## src/rtl/btn_pkg.sv

```systemverilog
// btn_pkg: shared constants, types and helpers for button_conditioner.
// The optional auto-repeat feature is selected by defining BTN_REPEAT_EN.
package btn_pkg;

  localparam int NUM_BTN = 4;

  // Direction indices; a higher index also wins arbitration.
  localparam int DIR_UP    = 3;
  localparam int DIR_DOWN  = 2;
  localparam int DIR_LEFT  = 1;
  localparam int DIR_RIGHT = 0;

  // Default timing: 5 ms debounce, 0.5 s first repeat, 0.2 s repeat period at 100 MHz.
  localparam int DEF_DB_CYCLES     = 500_000;
  localparam int DEF_REPEAT_DELAY  = 50_000_000;
  localparam int DEF_REPEAT_CYCLES = 20_000_000;

  // Auto-repeat slot: idle, waiting for the first repeat, or repeating periodically.
  typedef enum logic [1:0] {
    REP_IDLE  = 2'd0,
    REP_FIRST = 2'd1,
    REP_NEXT  = 2'd2
  } rep_state_t;

  // Width of a counter that must reach count-1; never narrower than one bit.
  function automatic int cnt_width(input int count);
    return (count < 2) ? 1 : $clog2(count);
  endfunction

  // One-hot direction vector for a direction index.
  function automatic logic [NUM_BTN-1:0] dir_onehot(input logic [1:0] idx);
    logic [NUM_BTN-1:0] v;
    v      = '0;
    v[idx] = 1'b1;
    return v;
  endfunction

endpackage

```

## src/rtl/debounce_cell.sv

```systemverilog
// debounce_cell: conditions one raw push-button pin.
// Two-flop synchronizer, debounce counter holding the accepted level, and a
// one-cycle rise strobe on each accepted 0->1 transition. The accepted level
// is exported only when BTN_REPEAT_EN is defined (the repeat logic needs it).
module debounce_cell
  import btn_pkg::*;
#(
  parameter int DB_CYCLES = DEF_DB_CYCLES
) (
  input  logic clk,
  input  logic clr,
  input  logic pin,
`ifdef BTN_REPEAT_EN
  output logic stable,
`endif
  output logic rise
);

  localparam int CW = cnt_width(DB_CYCLES);
  localparam logic [CW-1:0] CNT_LAST = CW'(DB_CYCLES - 1);

  logic          sync1;
  logic          s;
  logic          level;
  logic          level_d;
  logic [CW-1:0] cnt;

  // Two-flop synchronizer for the asynchronous pin.
  always_ff @(posedge clk or posedge clr) begin
    if (clr) begin
      sync1 <= 1'b0;
      s     <= 1'b0;
    end else begin
      sync1 <= pin;
      s     <= sync1;
    end
  end

  // Accept a new level only after DB_CYCLES consecutive disagreeing samples;
  // any agreeing sample restarts the count, and the count never passes its end.
  always_ff @(posedge clk or posedge clr) begin
    if (clr) begin
      level <= 1'b0;
      cnt   <= '0;
    end else if (s == level) begin
      cnt <= '0;
    end else if (cnt >= CNT_LAST) begin
      level <= s;
      cnt   <= '0;
    end else begin
      cnt <= cnt + CW'(1);
    end
  end

  // Previous accepted level, for edge detection.
  always_ff @(posedge clk or posedge clr) begin
    if (clr) begin
      level_d <= 1'b0;
    end else begin
      level_d <= level;
    end
  end

  // Press strobe: accepted level just went high; releases give nothing.
  assign rise = level & ~level_d;

`ifdef BTN_REPEAT_EN
  assign stable = level;
`endif

endmodule

```

## src/rtl/button_conditioner.sv

```systemverilog
// button_conditioner: turns four raw, bouncing push-button pins into
// mutually exclusive one-cycle direction pulses plus a matching en strobe.
// Priority on simultaneous presses: up > down > left > right; losers dropped.
// Define BTN_REPEAT_EN to re-emit a held button's pulse after REPEAT_DELAY
// cycles and then every REPEAT_CYCLES cycles.
module button_conditioner
  import btn_pkg::*;
#(
  parameter int DB_CYCLES = DEF_DB_CYCLES
`ifdef BTN_REPEAT_EN
  ,
  parameter int REPEAT_DELAY  = DEF_REPEAT_DELAY,
  parameter int REPEAT_CYCLES = DEF_REPEAT_CYCLES
`endif
) (
  input  logic clk,
  input  logic clr,
  input  logic btn_up,
  input  logic btn_down,
  input  logic btn_left,
  input  logic btn_right,
  output logic up,
  output logic down,
  output logic left,
  output logic right,
  output logic en
);

  logic [NUM_BTN-1:0] pins;
  logic [NUM_BTN-1:0] rise;
  logic [NUM_BTN-1:0] win_vec;
  logic [NUM_BTN-1:0] next_dir;

  assign pins[DIR_UP]    = btn_up;
  assign pins[DIR_DOWN]  = btn_down;
  assign pins[DIR_LEFT]  = btn_left;
  assign pins[DIR_RIGHT] = btn_right;

`ifdef BTN_REPEAT_EN
  logic [NUM_BTN-1:0] stable;
`endif

  for (genvar i = 0; i < NUM_BTN; i++) begin : g_cell
    debounce_cell #(
      .DB_CYCLES(DB_CYCLES)
    ) u_cell (
      .clk   (clk),
      .clr   (clr),
      .pin   (pins[i]),
`ifdef BTN_REPEAT_EN
      .stable(stable[i]),
`endif
      .rise  (rise[i])
    );
  end

  // Fixed-priority arbitration: the highest-index rising button wins.
  always_comb begin
    win_vec = '0;
    for (int i = 0; i < NUM_BTN; i++) begin
      if (rise[i]) begin
        win_vec    = '0;
        win_vec[i] = 1'b1;
      end
    end
  end

`ifdef BTN_REPEAT_EN
  localparam int RW = cnt_width((REPEAT_DELAY > REPEAT_CYCLES) ? REPEAT_DELAY : REPEAT_CYCLES);
  localparam logic [RW-1:0] DELAY_LAST  = RW'(REPEAT_DELAY - 1);
  localparam logic [RW-1:0] CYCLES_LAST = RW'(REPEAT_CYCLES - 1);

  logic          any_rise;
  logic [1:0]    win_idx;
  rep_state_t    rep_state;
  rep_state_t    rep_state_nxt;
  logic [1:0]    rep_dir;
  logic [1:0]    rep_dir_nxt;
  logic [RW-1:0] rep_cnt;
  logic [RW-1:0] rep_cnt_nxt;
  logic          rep_fire;

  assign any_rise = |rise;

  // Index of the arbitration winner, to seed the repeat slot.
  always_comb begin
    win_idx = '0;
    for (int i = 0; i < NUM_BTN; i++) begin
      if (win_vec[i]) begin
        win_idx = 2'(i);
      end
    end
  end

  // Repeat slot state register.
  always_ff @(posedge clk or posedge clr) begin
    if (clr) begin
      rep_state <= REP_IDLE;
      rep_dir   <= '0;
      rep_cnt   <= '0;
    end else begin
      rep_state <= rep_state_nxt;
      rep_dir   <= rep_dir_nxt;
      rep_cnt   <= rep_cnt_nxt;
    end
  end

  // Repeat slot next state: a new press always takes the slot and restarts the
  // timer; a release of the slot's button frees it; otherwise count to the
  // first-repeat or periodic-repeat terminal value and fire.
  always_comb begin
    rep_state_nxt = rep_state;
    rep_dir_nxt   = rep_dir;
    rep_cnt_nxt   = rep_cnt;
    rep_fire      = 1'b0;
    if (any_rise) begin
      rep_state_nxt = REP_FIRST;
      rep_dir_nxt   = win_idx;
      rep_cnt_nxt   = '0;
    end else begin
      case (rep_state)
        REP_FIRST, REP_NEXT: begin
          if (!stable[rep_dir]) begin
            rep_state_nxt = REP_IDLE;
            rep_cnt_nxt   = '0;
          end else if (rep_cnt >= ((rep_state == REP_FIRST) ? DELAY_LAST : CYCLES_LAST)) begin
            rep_fire      = 1'b1;
            rep_state_nxt = REP_NEXT;
            rep_cnt_nxt   = '0;
          end else begin
            rep_cnt_nxt = rep_cnt + RW'(1);
          end
        end
        default: begin
          rep_state_nxt = REP_IDLE;
          rep_cnt_nxt   = '0;
        end
      endcase
    end
  end
`endif

  // Direction to emit next cycle: a new press, else (with repeat) a repeat pulse.
  always_comb begin
    next_dir = win_vec;
`ifdef BTN_REPEAT_EN
    if (rep_fire) begin
      next_dir = dir_onehot(rep_dir);
    end
`endif
  end

  // Registered one-cycle outputs; en mirrors any direction pulse.
  always_ff @(posedge clk or posedge clr) begin
    if (clr) begin
      up    <= 1'b0;
      down  <= 1'b0;
      left  <= 1'b0;
      right <= 1'b0;
      en    <= 1'b0;
    end else begin
      up    <= next_dir[DIR_UP];
      down  <= next_dir[DIR_DOWN];
      left  <= next_dir[DIR_LEFT];
      right <= next_dir[DIR_RIGHT];
      en    <= |next_dir;
    end
  end

endmodule
```

## config.mk

```make
export PLATFORM = sky130hd
export DESIGN_NAME = button_conditioner
export DESIGN_NICKNAME = d
export VERILOG_FILES = /design/src/rtl/btn_pkg.sv /design/src/rtl/debounce_cell.sv /design/src/rtl/button_conditioner.sv
export SDC_FILE = /design/constraint.sdc
export NUM_CORES = 1
export LEC_CHECK = 0
export CORE_MARGIN = 1.5
export CORE_UTILIZATION = 35
export DETAILED_ROUTE_END_ITERATION = 6
export HOLD_SLACK_MARGIN = 0.1
export PLACE_DENSITY = 0.48
export SLEW_MARGIN = 20
export SYNTH_ARGS = -nofsm -noshare
export SYNTH_HDL_FRONTEND = slang
export SYNTH_SLANG_ARGS = --single-unit
```

## constraint.sdc

```tcl
create_clock -name clk -period 3.8 [get_ports clk]
set_input_delay 0.57 -clock clk [delete_from_list [all_inputs] [get_ports clk]]
set_output_delay 0.57 -clock clk [all_outputs]
set_load 0.03 [all_outputs]
```

After elaboration in Yosys (flattened, before gate mapping). Index checks and enable logic that the tools add are counted.

Register bits: 97. Bits of input ports: 6. Output and inout port bits: 5.

Add/subtract/negate cells: 4. Order comparisons: 4. Equal/unequal tests: 4. Mux-type cells: 12. Bitwise logic cells: 12. Reduce and logical (&&, ||, !) cells: 5.

Operator list (number): $mux W19 (8); $add A19 B1 Y19 const B (4); $ge A19 B19 Y1 const B (4); $mux W4 (3); $not A1 Y1 (8); $reduce_and A2 Y1 (4); $and A1 B1 Y1 (4); $eq A1 B1 Y1 (4); $reduce_or A4 Y1 (1); $mux W1 (1).

Depth between registers and ports, before layout.
Word-level depth: 7. Mapped depth: 8.

Hierarchy. Synthesis repeated with hierarchy kept, for this count alone.

Cells, all modules: 470. Area total of the unflattened synthesis: 4853.4 µm².

By module, submodules not included: debounce_cell (times used 4, cells an instance 115, area an instance 1173.6 µm², seq. area each 575.6 µm²); button_conditioner (times used 1, cells an instance 10, area an instance 158.9 µm², seq. area each 125.1 µm²).

Worst setup path before layout. OpenSTA, ideal clock, no wires.

Path kind: reg2reg. Start: register g_cell[1].u_cell.cnt[9]. End: register g_cell[1].u_cell.cnt[11]. Data arrival time: 2.054 ns. Required time: 3.681 ns. Setup slack: 1.627 ns. Cell stages (with the launch flop): 8. Period minus slack after synthesis: 2.173 ns. Path through: dfrtp_1 > or4_1 > or4_1 > a31oi_1 > or3_1 > buf_6 > buf_8 > nor2_1.

Longest elaborated chain between the ends: 3. Elaborated cells on any way between the ends: 4. Classes of those cells: add/sub (1); order compare (1); mux (2).

Ends and longest elaborated chain: start: declaration (RTL line debounce_cell.sv:26) `logic [CW-1:0] cnt;`; start signal: assignment (RTL line debounce_cell.sv:51) `cnt <= cnt + CW'(1);`; $add A19 B1 Y19 or $ge A19 B19 Y1 (tied branches) (RTL line debounce_cell.sv:51, debounce_cell.sv:47); $mux W19 * (RTL line debounce_cell.sv:47) `end else if (cnt >= CNT_LAST) begin`; $mux W19 * (RTL line debounce_cell.sv:45) `end else if (s == level) begin`.

Mark *: on every way between the ends. The rest lies on a longest branch, timed or not. A chain may end at the register's enable or synchronous reset.

Worst setup path after layout.
Start: register g_cell[1].u_cell.cnt[9]. End: register g_cell[1].u_cell.cnt[5].

Longest elaborated chain between the ends: 3.

Ends and longest elaborated chain (RTL line): $ge A19 B19 Y1 (debounce_cell.sv:47); $mux W19 (debounce_cell.sv:47); $mux W19 (debounce_cell.sv:45).

No other way between the ends.

==> metrics.md <==
| Metric | Value |
|---|---|
| Status | `finished clean` |
| CP arrival | `2.76 ns` |
| CTS clk-pin slew, worst paths | `0.07 ns` |
| Slowest Stage Delay on Critical Path | `0.57 ns` |
| Final setup viols | `0` |
| Hpwl dp | `5040 um` |
| Total negative slack | `0 ns` |
| Commonest register cell after synthesis | `dfrtp_1` |
| Fin. Hold Viols | `0` |
| Crit end category | `flop` |
| Synth warn | `0` |
| Layout area overhead | `12.9%` |
| Mean post-synth cell area | `10.2 sq um` |
| Pwr per Cell Area | `394 nW/um^2` |
| Io pins | `11` |
| Yosys cell types | `37` |
| Post-synth top cells | `nor2_1 (98), dfrtp_1 (97), xor2_1 (38), xnor2_1 (33), nand2_1 (30)` |
| Hold Path Sink | `g_cell[2].u_cell.s` |
| Total number of vias | `2954` |
| DRT iter0 DRCs | `134` |
| Mux cell area share after synthesis | `0.0102` |
| Max frequency | `391 MHz` |
| Worst path cell trace | `or4_1 > or4_1 > a31oi_1 > or3_1 > nor2_1` |
| Setup bufs post-CTS | `0` |
| Die area | `13300 sq um` |
| TritonCTS clock tree | `built` |
| Synth Area in Compound Gates | `0.0260` |
| Clock period minus worst slack | `2.56 ns` |
| Number of global-route vias before repair | `2963` |
| # Max-Cap Violations | `0` |
| Tcrit/Tclk final | `0.673` |
| Starting Density | `0.363` |
| Post-CTS Resized | `0` |
| DRT antenna net count | `0` |
| Total track usage | `0.137` |
| Leak | `2.11 nW` |
| Final slew viol count | `0` |
| Hold Path Stages | `0` |
| Share of cells above drive strength 1 | `0.0507` |
| Post-Synthesis Cells | `432` |
| #FFs+latches synth | `97` |
| Synth async-reset ratio | `1.00` |
| Die width | `115 um` |
| Fill cells | `1199` |
| Worst Tran Pin Value | `0.791 ns` |
| Synthesized area | `4420 sq um` |
| HP Start | `g_cell[2].u_cell.sync1` |
| Reg2Reg Depth | `5` |
| I/O Buffers | `10` |
| H-tree levels | `3` |
| Final layout net count | `459` |
| Min-Delay Path Class | `reg -> reg` |
| Syn nets | `442` |
| Placed Cells | `606` |
| VDD IR-drop max | `0.000226 V` |
| Global-route wire length before repair | `14300 um` |
| Worst skew pair latency | `0.35 ns` |
| Final WL | `7800 um` |
| CP required | `4.00 ns` |
| Synth area leaders | `dfrtp_1 (55%), nor2_1 (8.3%), xor2_1 (7.5%), xnor2_1 (6.5%), nand4_1 (3.0%)` |
| Cell accounting for the most synthesized area | `dfrtp_1` |
| Final GP Congestion | `0.755` |
| DR pass1 iterations | `6` |
| Root buf cell | `clkbuf_16` |
| Crit Path Category | `reg -> reg` |
| Crit path max-delay cell type | `or3_1` |
| FF-to-FF Start | `g_cell[1].u_cell.cnt[9]` |
| Main combinational cell family by area after synthesis | `simple AND/OR/NAND/NOR gates` |
| Post-DR wirelength/cell | `12.5 um` |
| Grt ovf | `0` |
| Rows | `40` |
| Share of the synthesized area in the top cell type | `0.549` |
| Initial antenna violation count | `0` |
| Simple-gate portion of the synthesized area | `0.249` |
| Fin Clk Skew | `0.00539 ns` |
| Worst R2R End | `g_cell[1].u_cell.cnt[5]` |
| Worst-path fanout max | `19` |
| Pin count of the biggest net entering global routing | `64` |
| Most frequent cell after synthesis | `nor2_1` |
| Die Y | `115 um` |
| Most used cell, CP | `or4_1` |
| Num CTS Buffers | `9` |
| Relative slew slack | `0.472` |
| Unrepaired setup endpoints after global routing | `no` |
| XOR/XNOR share of the synthesized area | `0.141` |
| Worst R2R Setup Slack | `1.24 ns` |
| DR vias/cell | `4.75` |
| Clk buf depth | `2` |
| DRC errors left | `0` |
| Final Instance Count excl. Fillers | `622` |
| Core area | `12200 sq um` |
| EDFF count, synth | `0` |
| Post-Synth Adder-Cell Area | `0.0113` |
| Diode count | `0` |
| Launching element type of the critical path | `flop` |
| Register area share after synthesis | `0.549` |
| Cts hold-fix bufs | `0` |
| Total clock sinks | `97` |
[logic make-up after synthesis]
logic type / after synthesis
AND/OR/NAND/NOR: 228
flip-flops: 97
XOR/XNOR: 71
AO/OA/AOI/OAI: 17
buffers and inverters: 11
multiplexers: 4
adder cells (fa/ha/maj): 4
[final cells by class]
cell class              instances  area [sq um]  area share
clock buffers                  12           246      0.0494
clock inverters                 4          28.8     0.00577
inverters                       6          25.0     0.00502
multi-input cells             324          1930       0.387
flip-flops and latches         97          2430       0.487
well taps                     168           210      0.0421
repair buffers                 11           120      0.0241
[critical path, delay by kind of cell, from the launching register on]
kind	cells	cell delay [ns]
flops	1	0.44
compound gates	1	0.22
simple gates	4	1.75
[layout by cell type, fill, tap and decap left out, types with 2 or more instances in the layout]
cell type,netlist,final
nor2_1,98,98
dfrtp_1,97,97
xor2_1,38,38
xnor2_1,33,33
nand2_1,30,30
nand3_1,26,26
nand4_1,21,21
and4_1,10,10
clkdlybuf4s50_1,0,10
nor3_1,9,9
clkbuf_16,0,9
and3_1,6,6
inv_1,6,5
o21ai_0,5,5
nand2b_1,5,5
or4_1,4,4
nor4_1,4,4
or3_1,4,4
mux2_2,4,4
ha_1,4,4
or2_2,3,3
a21oi_1,3,3
o21a_1,2,2
and2_1,2,2
nor2b_1,2,2
nand3b_1,2,2
clkinvlp_4,0,2
clkbuf_1,2,2
[where the power goes]
| part | switching (mW) | total [mW] | internal, mW |
|---|---|---|---|
| combinational | 0.0421 | 0.0606 | 0.0185 |
| sequential | 0.0141 | 1.06 | 1.05 |
| clock | 0.383 | 0.845 | 0.462 |
| total | 0.440 | 1.97 | 1.53 |
[registers in the layout, indices dropped and copies added, names as in the netlist]
name and cells:
g_cell.u_cell.sync1 4, left 1, g_cell.u_cell.level_d 4, down 1, right 1, up 1, g_cell.u_cell.level 4, en 1
g_cell.u_cell.cnt 76, g_cell.u_cell.s 4
[layer usage]
metal	vias up	wire length (um)	GRT usage
li1	1502	-	-
met1	1418	3990	0.186
met2	22	3430	0.203
met3	12	232	0.0411
met4	0	149	0.0601
met5	-	0	0
[how the worst max path moves through the flow]
stage | start | end | slack, ns | cells past startpoint
after floorplan | clr | down | 0.70 | 1
after global placement | g_cell[1].u_cell.cnt[9] | g_cell[1].u_cell.cnt[11] | 1.26 | 5
after detailed placement | g_cell[1].u_cell.cnt[9] | g_cell[1].u_cell.cnt[5] | 1.22 | 5
after CTS | g_cell[1].u_cell.cnt[9] | g_cell[1].u_cell.cnt[18] | 1.22 | 5
after global routing | g_cell[1].u_cell.cnt[9] | g_cell[1].u_cell.cnt[7] | 1.01 | 5
final | g_cell[1].u_cell.cnt[9] | g_cell[1].u_cell.cnt[5] | 1.24 | 5
[stage by stage]
step           area (sq um)  setup WS [ns]  hold WS [ns]  utilization  total power, mW
2_1_floorplan          4420          0.696         0.331            -             1.12
5_1_grt                4990           1.01         0.367        0.410             2.07
6_report               4990           1.24         0.349        0.410             1.97
3_3_place_gp           4710           1.26         0.333        0.388             1.14
3_5_place_dp           4710           1.22         0.337        0.388             1.14
4_1_cts                4990           1.22         0.353        0.410             2.01
No activity file was read; power rests on OpenSTA's default activity.
